==> src/rtl/fetch_stage_pkg.sv <==
// Shared definitions for the instruction-fetch stage: state encodings and
// default reset/bubble constants.
package fetch_stage_pkg;

  typedef enum logic [1:0] {
    StFetch = 2'd0,
    StDrop  = 2'd1,
    StHold  = 2'd2
  } fetch_state_e;

  localparam logic [15:0] NopInstr = 16'h0000;  // ADD R0,R0,R0
  localparam logic [15:0] ResetPc  = 16'h0000;

  function automatic logic [15:0] pc_inc(input logic [15:0] pc);
    return pc + 16'd1;
  endfunction

endpackage

==> src/rtl/fetch_stage_if.sv <==
// Instruction-memory request/ready bus between the fetch stage and imem.
interface fetch_stage_if;
  logic        req;
  logic [15:0] addr;
  logic        ready;
  logic [15:0] rdata;

  modport master (output req, output addr, input ready, input rdata);
  modport slave  (input req, input addr, output ready, output rdata);
endinterface

==> src/rtl/fetch_stage.sv <==
// Instruction-fetch stage: owns the PC, drives imem, fills IF/ID, buffers one
// instruction across stalls and squashes wrong-path fetches on EX redirects.
module fetch_stage
  import fetch_stage_pkg::*;
#(
  parameter logic [15:0] RESET_PC  = ResetPc,
  parameter logic [15:0] NOP_INSTR = NopInstr
) (
  input  logic          clk,
  input  logic          rst_n,
  input  logic          stall,
  input  logic          ex_redirect,
  input  logic [15:0]   ex_target,
  fetch_stage_if.master imem,
  output logic [15:0]   if_pc,
  output logic          id_valid,
  output logic [15:0]   id_instr,
  output logic [15:0]   id_pc
);

  fetch_state_e state_q, state_d;
  logic [15:0]  pc_q, pc_d;
  logic [15:0]  hold_q, hold_d;
  logic [15:0]  tgt_q, tgt_d;
  logic         id_valid_q, id_valid_d;
  logic [15:0]  id_instr_q, id_instr_d;
  logic [15:0]  id_pc_q, id_pc_d;

  always_comb begin
    state_d    = state_q;
    pc_d       = pc_q;
    hold_d     = hold_q;
    tgt_d      = tgt_q;
    id_valid_d = id_valid_q;
    id_instr_d = id_instr_q;
    id_pc_d    = id_pc_q;

    // Redirect squashes IF/ID even under stall; otherwise an unstalled ID has
    // consumed its entry, so default to a bubble unless a load happens below.
    if (ex_redirect || !stall) begin
      id_valid_d = 1'b0;
      id_instr_d = NOP_INSTR;
    end

    unique case (state_q)
      StFetch: begin
        if (imem.ready) begin
          if (ex_redirect) begin
            pc_d = ex_target;
          end else if (stall) begin
            hold_d  = imem.rdata;
            state_d = StHold;
          end else begin
            id_valid_d = 1'b1;
            id_instr_d = imem.rdata;
            id_pc_d    = pc_q;
            pc_d       = pc_inc(pc_q);
          end
        end else if (ex_redirect) begin
          // Outstanding request pins imem_addr; park the target until ready.
          tgt_d   = ex_target;
          state_d = StDrop;
        end
      end
      StDrop: begin
        if (ex_redirect) begin
          tgt_d = ex_target;
        end
        if (imem.ready) begin
          pc_d    = ex_redirect ? ex_target : tgt_q;
          state_d = StFetch;
        end
      end
      StHold: begin
        if (ex_redirect) begin
          pc_d    = ex_target;
          state_d = StFetch;
        end else if (!stall) begin
          id_valid_d = 1'b1;
          id_instr_d = hold_q;
          id_pc_d    = pc_q;
          pc_d       = pc_inc(pc_q);
          state_d    = StFetch;
        end
      end
      default: state_d = StFetch;
    endcase
  end

  always_ff @(posedge clk or negedge rst_n) begin
    if (!rst_n) begin
      state_q    <= StFetch;
      pc_q       <= RESET_PC;
      hold_q     <= '0;
      tgt_q      <= '0;
      id_valid_q <= 1'b0;
      id_instr_q <= NOP_INSTR;
      id_pc_q    <= RESET_PC;
    end else begin
      state_q    <= state_d;
      pc_q       <= pc_d;
      hold_q     <= hold_d;
      tgt_q      <= tgt_d;
      id_valid_q <= id_valid_d;
      id_instr_q <= id_instr_d;
      id_pc_q    <= id_pc_d;
    end
  end

  assign imem.req  = rst_n && (state_q != StHold);
  assign imem.addr = pc_q;
  assign if_pc     = pc_q;
  assign id_valid  = id_valid_q;
  assign id_instr  = id_instr_q;
  assign id_pc     = id_pc_q;

endmodule

==> src/flat_wrapper.sv <==
// flat-port wrapper written by rule: the top's interface ports become plain ports
module fetch_stage_flat import fetch_stage_pkg::*;
#(
  parameter logic [15:0] RESET_PC  = ResetPc,
  parameter logic [15:0] NOP_INSTR = NopInstr
)
  (clk, rst_n, stall, ex_redirect, ex_target, if_pc, id_valid, id_instr, id_pc, imem_req, imem_addr, imem_ready, imem_rdata);
  fetch_stage_if imem_i ();
  input  logic clk;
  input  logic rst_n;
  input  logic stall;
  input  logic ex_redirect;
  input  logic [15:0] ex_target;
  output logic [15:0] if_pc;
  output logic id_valid;
  output logic [15:0] id_instr;
  output logic [15:0] id_pc;
  output wire logic [$bits(imem_i.req)-1:0] imem_req;
  output wire logic [$bits(imem_i.addr)-1:0] imem_addr;
  input wire logic [$bits(imem_i.ready)-1:0] imem_ready;
  input wire logic [$bits(imem_i.rdata)-1:0] imem_rdata;
  assign imem_req = imem_i.req;
  assign imem_addr = imem_i.addr;
  assign imem_i.ready = imem_ready;
  assign imem_i.rdata = imem_rdata;
  fetch_stage #(.RESET_PC(RESET_PC), .NOP_INSTR(NOP_INSTR)) u_core (.clk(clk), .rst_n(rst_n), .stall(stall), .ex_redirect(ex_redirect), .ex_target(ex_target), .imem(imem_i), .if_pc(if_pc), .id_valid(id_valid), .id_instr(id_instr), .id_pc(id_pc));
endmodule
==> config.mk <==
export PLATFORM = sky130hd
export DESIGN_NAME = fetch_stage_flat
export DESIGN_NICKNAME = d
export VERILOG_FILES = /design/src/rtl/fetch_stage_pkg.sv /design/src/rtl/fetch_stage_if.sv /design/src/rtl/fetch_stage.sv /design/src/flat_wrapper.sv
export SDC_FILE = /design/constraint.sdc
export NUM_CORES = 1
export LEC_CHECK = 0
export CAP_MARGIN = 20
export CELL_PAD_IN_SITES_DETAIL_PLACEMENT = 1
export CELL_PAD_IN_SITES_GLOBAL_PLACEMENT = 1
export CORE_AREA = 2 2 102 104
export DETAILED_ROUTE_END_ITERATION = 16
export DIE_AREA = 0 0 104 106
export GPL_TIMING_DRIVEN = 0
export PLACE_DENSITY = 0.91
export SLEW_MARGIN = 30
export SYNTH_ARGS = -nofsm -noshare
export SYNTH_HDL_FRONTEND = slang
export SYNTH_SLANG_ARGS = --single-unit
==> constraint.sdc <==
create_clock -name clk -period 5.2 [get_ports clk]
set_input_delay 0.52 -clock clk [delete_from_list [all_inputs] [get_ports clk]]
set_output_delay 0.52 -clock clk [all_outputs]
set_load 0.02 [all_outputs]
==> impl_results.md <==
* Outcome: complete, no violations
* Hold WC Path Type: in2async
* Post-synth top area share at 52.4%
* Crit path time final at 2.53 ns
* Setup CP Type: in2out
* Hold_buf cts at 0
* Logic gate share of total power at 34.8%
* Synth cell types at 43
* Vias in the first global route at ~3600
* Area after DPL at 5170 um2
* Dominant synthesized flop cell: dfrtp_1
* Layout cells sized above 1 at 21.6%
* R2r startpoint: u_core.if_pc[0]
* Via count at 3307
* Setup-failing EPs final at 0
* CTS H-tree lvls at 3
* Final core utilization at between 50% and 60%
* IR drop worst, VDD at ~160 uV
* MaxCap Viol Count at 0
* Switching Power at 0.693 mW
* Width of the chip at roughly 100 um
* FF+latch count, synth at slightly above 80
* HPWL Detailed at 8540 um
* First-pass GRT wire length at about 19000 um
* Vias per inst at 5.53
* Total global-route track usage at 22.1%
* Number of hold violations in the final report at 0
* Syn nets at 383
* Most frequent cells in the layout: clkdlybuf4s50_1 (100), dfrtp_1 (83), mux2_2 (38)
* Kind of start point of the critical path: input port
* Worst-path maximum fanout at 48
* Setup Skew at 0.0129 ns
* I/O Buffers at about 100
* Die height at 106 um
* Synth async-reset ratio at 100%
* PwrDens at a little under 400 nW/um2
* Post-cts sizing count at 0
* Setup crit end kind: output port
* Slew HR at 48.3%
* Power, Total at 2.07 mW
* CP delay by family, top: buffers and inverters
* Clk buf depth at 2
* Worst R2R End: u_core.if_pc[14]
* TritonCTS clock tree: done
* Final cell count without fillers at approximately 600
* Internal power at around 1.4 mW
* # IOs at 103
* P&R area growth vs syn at 35.1%
* CP Cell Sequence: buf_6 > buf_16 > a21boi_0 > clkdlybuf4s50_1
* Core area at 10000 um2
* Setup slack after layout at 2.67 ns
* Part of the power in registers at 43.5%
* Sequential area share after synthesis at 52.4%
* Final period utilization at 48.7%
* Worst EP required at 4.68 ns
* Diode count at 0
* Clock Latency Late Sink at 0.36 ns
* Number of buffers created by CTS at 9
* Post-Layout Inst Area at about 5400 um2
* DRT antenna net count at 0
* Post-synth EDFFs at 0
* Post-Place Setup Slack at between 2 and 3 ns
* Top post-synthesis cells by area: dfrtp_1 (52%), mux2_2 (11%), buf_4 (4.2%), a222oi_1 (4.0%), mux2_4 (3.8%)
* Commonest non-fill, non-tap cell in the layout: clkdlybuf4s50_1
* Clk pin slew, worst setup/hold paths at approximately 0.080 ns
* Initial DRC count at 155
* Residual DRC at 0
* Clock power frac at 21.7%
* WL/cell at 19.7 um
* Max Slew Vio Count at 0
* Worst path bufs/invs at 3
* Setup_tns at 0 ns
* Final nets at roughly 500
* Leak Pwr at 2.39 nW
* Max incr delay on CP at 0.66 ns
* Setup bufs post-CTS at 0
* R2R cell count at 6
* Post-Syn Area at 3970 um2
* RSZ-0062 raised after global routing: false
* Worst-Margin Slew at 0.774 ns
* Routed wire length at approximately 12000 um
* Sw frac at 33.5%
* Initial antenna violation count at 0
* Initial Utilization at about two fifths
* Highest Clock Rate at roughly 390 MHz
* Cells after Synth at 345
* Hold slack final at 0.0483 ns
* Arrival time worst endpoint at around 2.0 ns
* Ys Warns at 0
* Largest net degree at the start of global routing at 49
* Die area at between 10000 and 15000 um2
* Largest area contributor in the netlist: dfrtp_1
* Internal reg-to-reg setup slack at 2.94 ns
* Crit-path slowest cell: clkdlybuf4s50_1
* 1st-pass router iterations at 5
* Rows at 37
* GPL Wtd Cong at 0.861
* Post-Place Cells at 583
* Syn avg cell area at 11.5 um2
* Root Driver: clkbuf_8
* Clock sinks at 83
* Gr ovfl total at 0
## registers in the layout (all words and copies together), names as in the netlist
signal,count
u_core.tgt_q,16
u_core.if_pc,16
u_core.id_pc,16
u_core.state_q,2
u_core.id_valid,1
u_core.id_instr,16
u_core.hold_q,16
## worst max path at each step
stage	startpoint	end	slack, ns	depth (start not counted)
after global routing	rst_n	imem_req	2.49	4
final	rst_n	imem_req	2.67	4
after CTS	rst_n	imem_req	2.62	4
after detailed placement	stall	u_core.id_pc[9]	2.57	4
after floorplan	u_core.if_pc[0]	u_core.if_pc[14]	3.37	6
after global placement	rst_n	imem_req	-0.07	3
## kinds of logic (layout without fill, tap and decap cells)
family	Yosys count	after routing	share of synthesized area (%)
compound gates	84	84	14.8
flops	83	83	52.4
simple gates	72	72	10.0
buf+inv	57	174	7.89
mux	48	48	14.6
fa+ha+maj	1	1	0.316
## cell type report
| class | count | area (um2) |
|---|---|---|
| sequential | 83 | 2080 |
| tap | 136 | 170 |
| buffer | 37 | 238 |
| fill | 1085 | 4640 |
| multi-input combinational | 205 | 1580 |
| inverter | 20 | 75.1 |
| timing repair buffer | 102 | 1040 |
| clock inverter | 5 | 55.1 |
| clock buffer | 10 | 128 |
## synthesized netlist by cell type (2+ instances only)
library cell	n
nor2b_1	3
dfrtp_1	83
mux2_4	10
a31oi_1	4
o21ai_0	28
nor4_4	3
a222oi_1	16
a221oi_1	4
o31ai_1	3
a21boi_0	2
nand2b_1	3
nand3_1	5
buf_4	22
nand2_1	28
o22ai_1	3
o311ai_0	2
clkbuf_1	7
mux2_2	38
a21oi_1	12
and3_1	6
buf_2	5
clkbuf_2	2
inv_1	20
nor3_1	3
nor2_1	15
## layer usage
| metal | vias to the layer above | track usage [%] | part of all wire (%) |
|---|---|---|---|
| li1 | 1461 | - | - |
| met1 | 1718 | 25.4 | 39 |
| met2 | 115 | 40.8 | 54 |
| met3 | 13 | 4.72 | 5.6 |
| met4 | 0 | 7.34 | 1.5 |
| met5 | - | 0 | 0 |
## power by group through the flow
stage                     Clock [mW]  Combinational, mW  Sequential [mW]
after global placement             0              0.689            0.894
after floorplan                    0              0.292            0.977
after global routing           0.492              0.766            0.920
after detailed placement           0              0.726            0.910
final                          0.449              0.721            0.900
after CTS                      0.459              0.729            0.900
Power figures use the tool's default switching activity.
==> RTL edit 1: new RTL, same flow settings <==
Reset style: synchronous (`rst_n`), changed in one clocked block.
--- a/src/rtl/fetch_stage.sv
+++ b/src/rtl/fetch_stage.sv
@@ -87,7 +87,7 @@
     endcase
   end
 
-  always_ff @(posedge clk or negedge rst_n) begin
+  always_ff @(posedge clk) begin
     if (!rst_n) begin
       state_q    <= StFetch;
       pc_q       <= RESET_PC;
Function: differs if rst_n is asserted again (counterexample within 4 cycles, from zero or initial values and one cycle with rst_n low); with rst_n held inactive, the same outputs for 4 cycles.
==> RTL edit 1 against the unedited design <==
Setup slack worse by 880 ps; sequential cell count is the same; first-iteration DRC count rose by 24%; cell count increased by 21%; routed wire length increased by 13%; cell area is 1.2% higher; clock skew decreased by 3.1 ps; via count is 20% higher; area after synthesis increased by 0.82%.
Power is not compared: it rests on default switching activity, and its combinational part moved more than twofold at a synthesized area within 25%.
==> RTL edit 1: results (changes against the unedited design) <==
.. list-table::
   :header-rows: 1

   * - Metric
     - Value
   * - Worst r2r dst
     - u_core.if_pc[12]
   * - Final wirelength
     - 13.3 mm (+13%)
   * - Ratio of cells with drive above 1 in the final layout
     - 12.0% (-9.7 points)
   * - 1st-pass router iterations
     - 4 (-1)
   * - Via count
     - 3975 (+20%)
   * - Largest driver fanout on the critical path
     - 10 (-79%)
   * - Worst hold-check slack
     - 458 ps (+410 ps)
   * - RR Startpoint
     - u_core.if_pc[0]
   * - Crit path largest cell delay
     - 570 ps (-90 ps)
   * - Metal-1 WL
     - 5.33 mm (+17%)
   * - Data arrival, critical path
     - 2900 ps (+890 ps)
   * - Area fraction in compound gates after synthesis
     - 17.6% (+2.8 points)
   * - Number of global-route vias before repair
     - 4214 (+16%)
   * - Input/output buffers
     - 102 (+0.99%)
   * - Classification of the worst-slack hold path
     - register to register
   * - Total length of routed met3 wires
     - 681 um (+3.7%)
   * - Transition time at the pin with the least slew margin
     - 620 ps (-154 ps)
   * - Routability congestion estimate
     - 0.873 (+1.5%)
   * - Count of non-filler cells in the finished layout
     - 721 (+21%)
   * - M2 GR Usage
     - 45.7% (+4.8 points)
   * - Number of nets in the synthesized netlist
     - 505 (+32%)
   * - Count of routing violations after the opening detailed-route iteration
     - 192 (+24%)
   * - Total routing usage reported by global routing
     - 24.3% (+2.2 points)
   * - First-pass GRT wire length
     - 21.5 mm (+13%)
   * - Share of cell area taken by muxes after synthesis
     - 5.29% (-9.3 points)
   * - Tcrit/Tclk final
     - 65.7% (+17 points)
   * - Amount of wire on met2 after detailed routing
     - 7.10 mm (+11%)
   * - Final net count
     - 618 (+25%)
   * - Most used flip-flop cell after synthesis
     - sky130_fd_sc_hd__dfxtp_1
   * - Largest clock skew in the final design
     - 9.86 ps (-3.07 ps)
   * - Met3 usage in global routing
     - 4.84% (+0.12 points)
   * - Outcome
     - complete, no violations
   * - Area taken by multi-input logic gates
     - 2000 sq um (+27%)
[RTL edit 1: cell count changes after synthesis, moves of 24 or more]
cell | before | now
sky130_fd_sc_hd__dfrtp_1 | 83 | 0
sky130_fd_sc_hd__dfxtp_1 | 0 | 83
sky130_fd_sc_hd__nand2_1 | 28 | 84
sky130_fd_sc_hd__mux2_2 | 38 | 1
sky130_fd_sc_hd__nor2b_1 | 3 | 32
sky130_fd_sc_hd__a21oi_1 | 12 | 38
sky130_fd_sc_hd__o21ai_0 | 28 | 3
sky130_fd_sc_hd__nor3_1 | 3 | 27
[RTL edit 1: cell type report]
class                           count  area share (%)
Multi-Input combinational cell    326            36.9
Sequential cell                    83            30.6
Timing Repair Buffer              102            18.8
Buffer                             54            5.86
Tap cell                          136            3.14
Clock buffer                        9            2.28
Clock inverter                      7            2.03
Inverter                            4           0.277
==> RTL edit 2: new RTL, same settings <==
Without the edit above. The 3 states of `fetch_state_e` get a one-hot encoding in 3 bits.
--- a/src/rtl/fetch_stage_pkg.sv
+++ b/src/rtl/fetch_stage_pkg.sv
@@ -2,10 +2,10 @@
 // default reset/bubble constants.
 package fetch_stage_pkg;
 
-  typedef enum logic [1:0] {
-    StFetch = 2'd0,
-    StDrop  = 2'd1,
-    StHold  = 2'd2
+  typedef enum logic [2:0] {
+    StFetch = 3'b001,
+    StDrop  = 3'b010,
+    StHold  = 3'b100
   } fetch_state_e;
 
   localparam logic [15:0] NopInstr = 16'h0000;  // ADD R0,R0,R0
Formal check against the unedited RTL: no difference found for any inputs over 4 cycles, from zero or initial values and one cycle with rst_n low; so few cycles prove little.
==> RTL edit 2 against the unedited design <==
Area after synthesis grew 1.6%; count of clock-buffer cells in the layout stayed put; synthesized cell count rose by 5.5%; sequential cell count is 1 higher; clock power increased by 12%; critical path depth stayed put; routed wire length decreased by 3.1%; sequential power up 13%; die area unchanged; cell count grew 3.3%; total power is 22% higher; setup slack lost 12 ps; cell area increased by 1.8%; critical endpoint unchanged.
==> RTL edit 2: results (changes against the unedited design) <==
.. list-table::
   :header-rows: 1

   * - Metric
     - Value
   * - Crit path largest cell delay
     - 620 ps (-40 ps)
   * - Routed via count divided by cell count
     - 5.42 (-2.0%)
   * - Count of routing violations after the opening detailed-route iteration
     - 143 (-7.7%)
   * - Most area-consuming cells after synthesis
     - sky130_fd_sc_hd__dfrtp_1 52%, sky130_fd_sc_hd__mux2_2 13%, sky130_fd_sc_hd__o21ai_0 4.1%, sky130_fd_sc_hd__a222oi_1 4.0%, sky130_fd_sc_hd__buf_4 3.4%
   * - Input/output buffers
     - 102 (+0.99%)
   * - Outcome
     - complete, no violations
   * - Total routing usage reported by global routing
     - 21.2% (-0.89 points)
   * - Top cell types by occurrence after synthesis
     - 83 x sky130_fd_sc_hd__dfrtp_1, 48 x sky130_fd_sc_hd__mux2_2, 33 x sky130_fd_sc_hd__o21ai_0
   * - Ratio of cells with drive above 1 in the final layout
     - 21.8% (+0.14 points)
   * - Largest driver fanout on the critical path
     - 10 (-79%)
   * - Placed cell count
     - 603 (+3.4%)
   * - Filler Cell Count
     - 1111 (+2.4%)
   * - Area taken by multi-input logic gates
     - 1610 sq um (+2.5%)
   * - Final wirelength
     - 11.4 mm (-3.1%)
   * - Worst vdd rail ir drop
     - 180 uV (+15%)
   * - Pre-CTS setup slack
     - 2350 ps (-220 ps)
   * - Static leakage
     - 2.37 nW (-0.85%)
   * - M2 GR Usage
     - 38.0% (-2.9 points)
   * - First-pass GRT wire length
     - 18.5 mm (-2.4%)
   * - Fraction of met1 tracks used by global routing
     - 23.8% (-1.6 points)
   * - Count of unique library cells instantiated by Yosys
     - 50 (+16%)
   * - Final net count
     - 516 (+4.0%)
   * - Routability congestion estimate
     - 0.877 (+2.0%)
   * - Largest clock skew in the final design
     - 6.70 ps (-6.23 ps)
   * - Met3 usage in global routing
     - 6.01% (+1.3 points)
   * - Amount of wire on met2 after detailed routing
     - 5.84 mm (-8.7%)
   * - 1st-pass router iterations
     - 7 (+2)
   * - Number of global-route vias before repair
     - 3630 (+0.083%)
   * - Number of nets in the synthesized netlist
     - 402 (+5.0%)
## RTL edit 2: cell types whose count changed after synthesis, sizes merged, moves of 3 or more
cell | before | now
o21ai | 29 | 34
o22ai | 3 | 0
a221oi | 4 | 0
o21a | 0 | 3
and3 | 6 | 1
o31ai | 3 | 0
a31oi | 4 | 8
nor2 | 15 | 23
buf | 28 | 31
a211oi | 2 | 7
a21oi | 12 | 9
## RTL edit 2: cell type report
class,count,share of cell area (%)
inverter,19,1.31
sequential,84,38.6
tap,136,3.12
multi-input combinational,223,29.6
clock buffer,10,2.34
clock inverter,5,1.42
buffer,38,4.40
timing repair buffer,103,19.2
## RTL edit 2: path summary, 6_finish.rpt
kind,start,slack (ps),endpoint,cells after the start
min,rst_n,10,u_core.id_pc[13],1
max in group asynchronous,rst_n,4580,u_core.state_q[0],2
max,u_core.state_q[0],2660,imem_req,4
max reg2reg,u_core.state_q[2],2980,u_core.if_pc[9],6
min reg2reg,u_core.hold_q[4],490,u_core.id_instr[4],2
min in group clk,u_core.hold_q[4],490,u_core.id_instr[4],2
## RTL edit 2: power by group through the flow
stage	Combinational, mW	Sequential (mW)	Clock (mW)
3_5_place_dp	1.02	1.03	0
4_1_cts	1.02	1.02	0.511
5_1_grt	1.07	1.05	0.537
2_1_floorplan	0.424	1.13	0
3_3_place_gp	0.971	1.01	0
6_report	1.01	1.02	0.502
## RTL edit 2: cell families after synthesis
| group | count (synthesis) | share of synthesized area (%) |
|---|---|---|
| xor+xnor | 2 | 0.435 |
| simple gates | 82 | 10.5 |
| buf+inv | 57 | 7.73 |
| mux | 50 | 13.9 |
| compound gates | 88 | 14.9 |
| fa+ha+maj | 1 | 0.311 |
| flops | 84 | 52.2 |
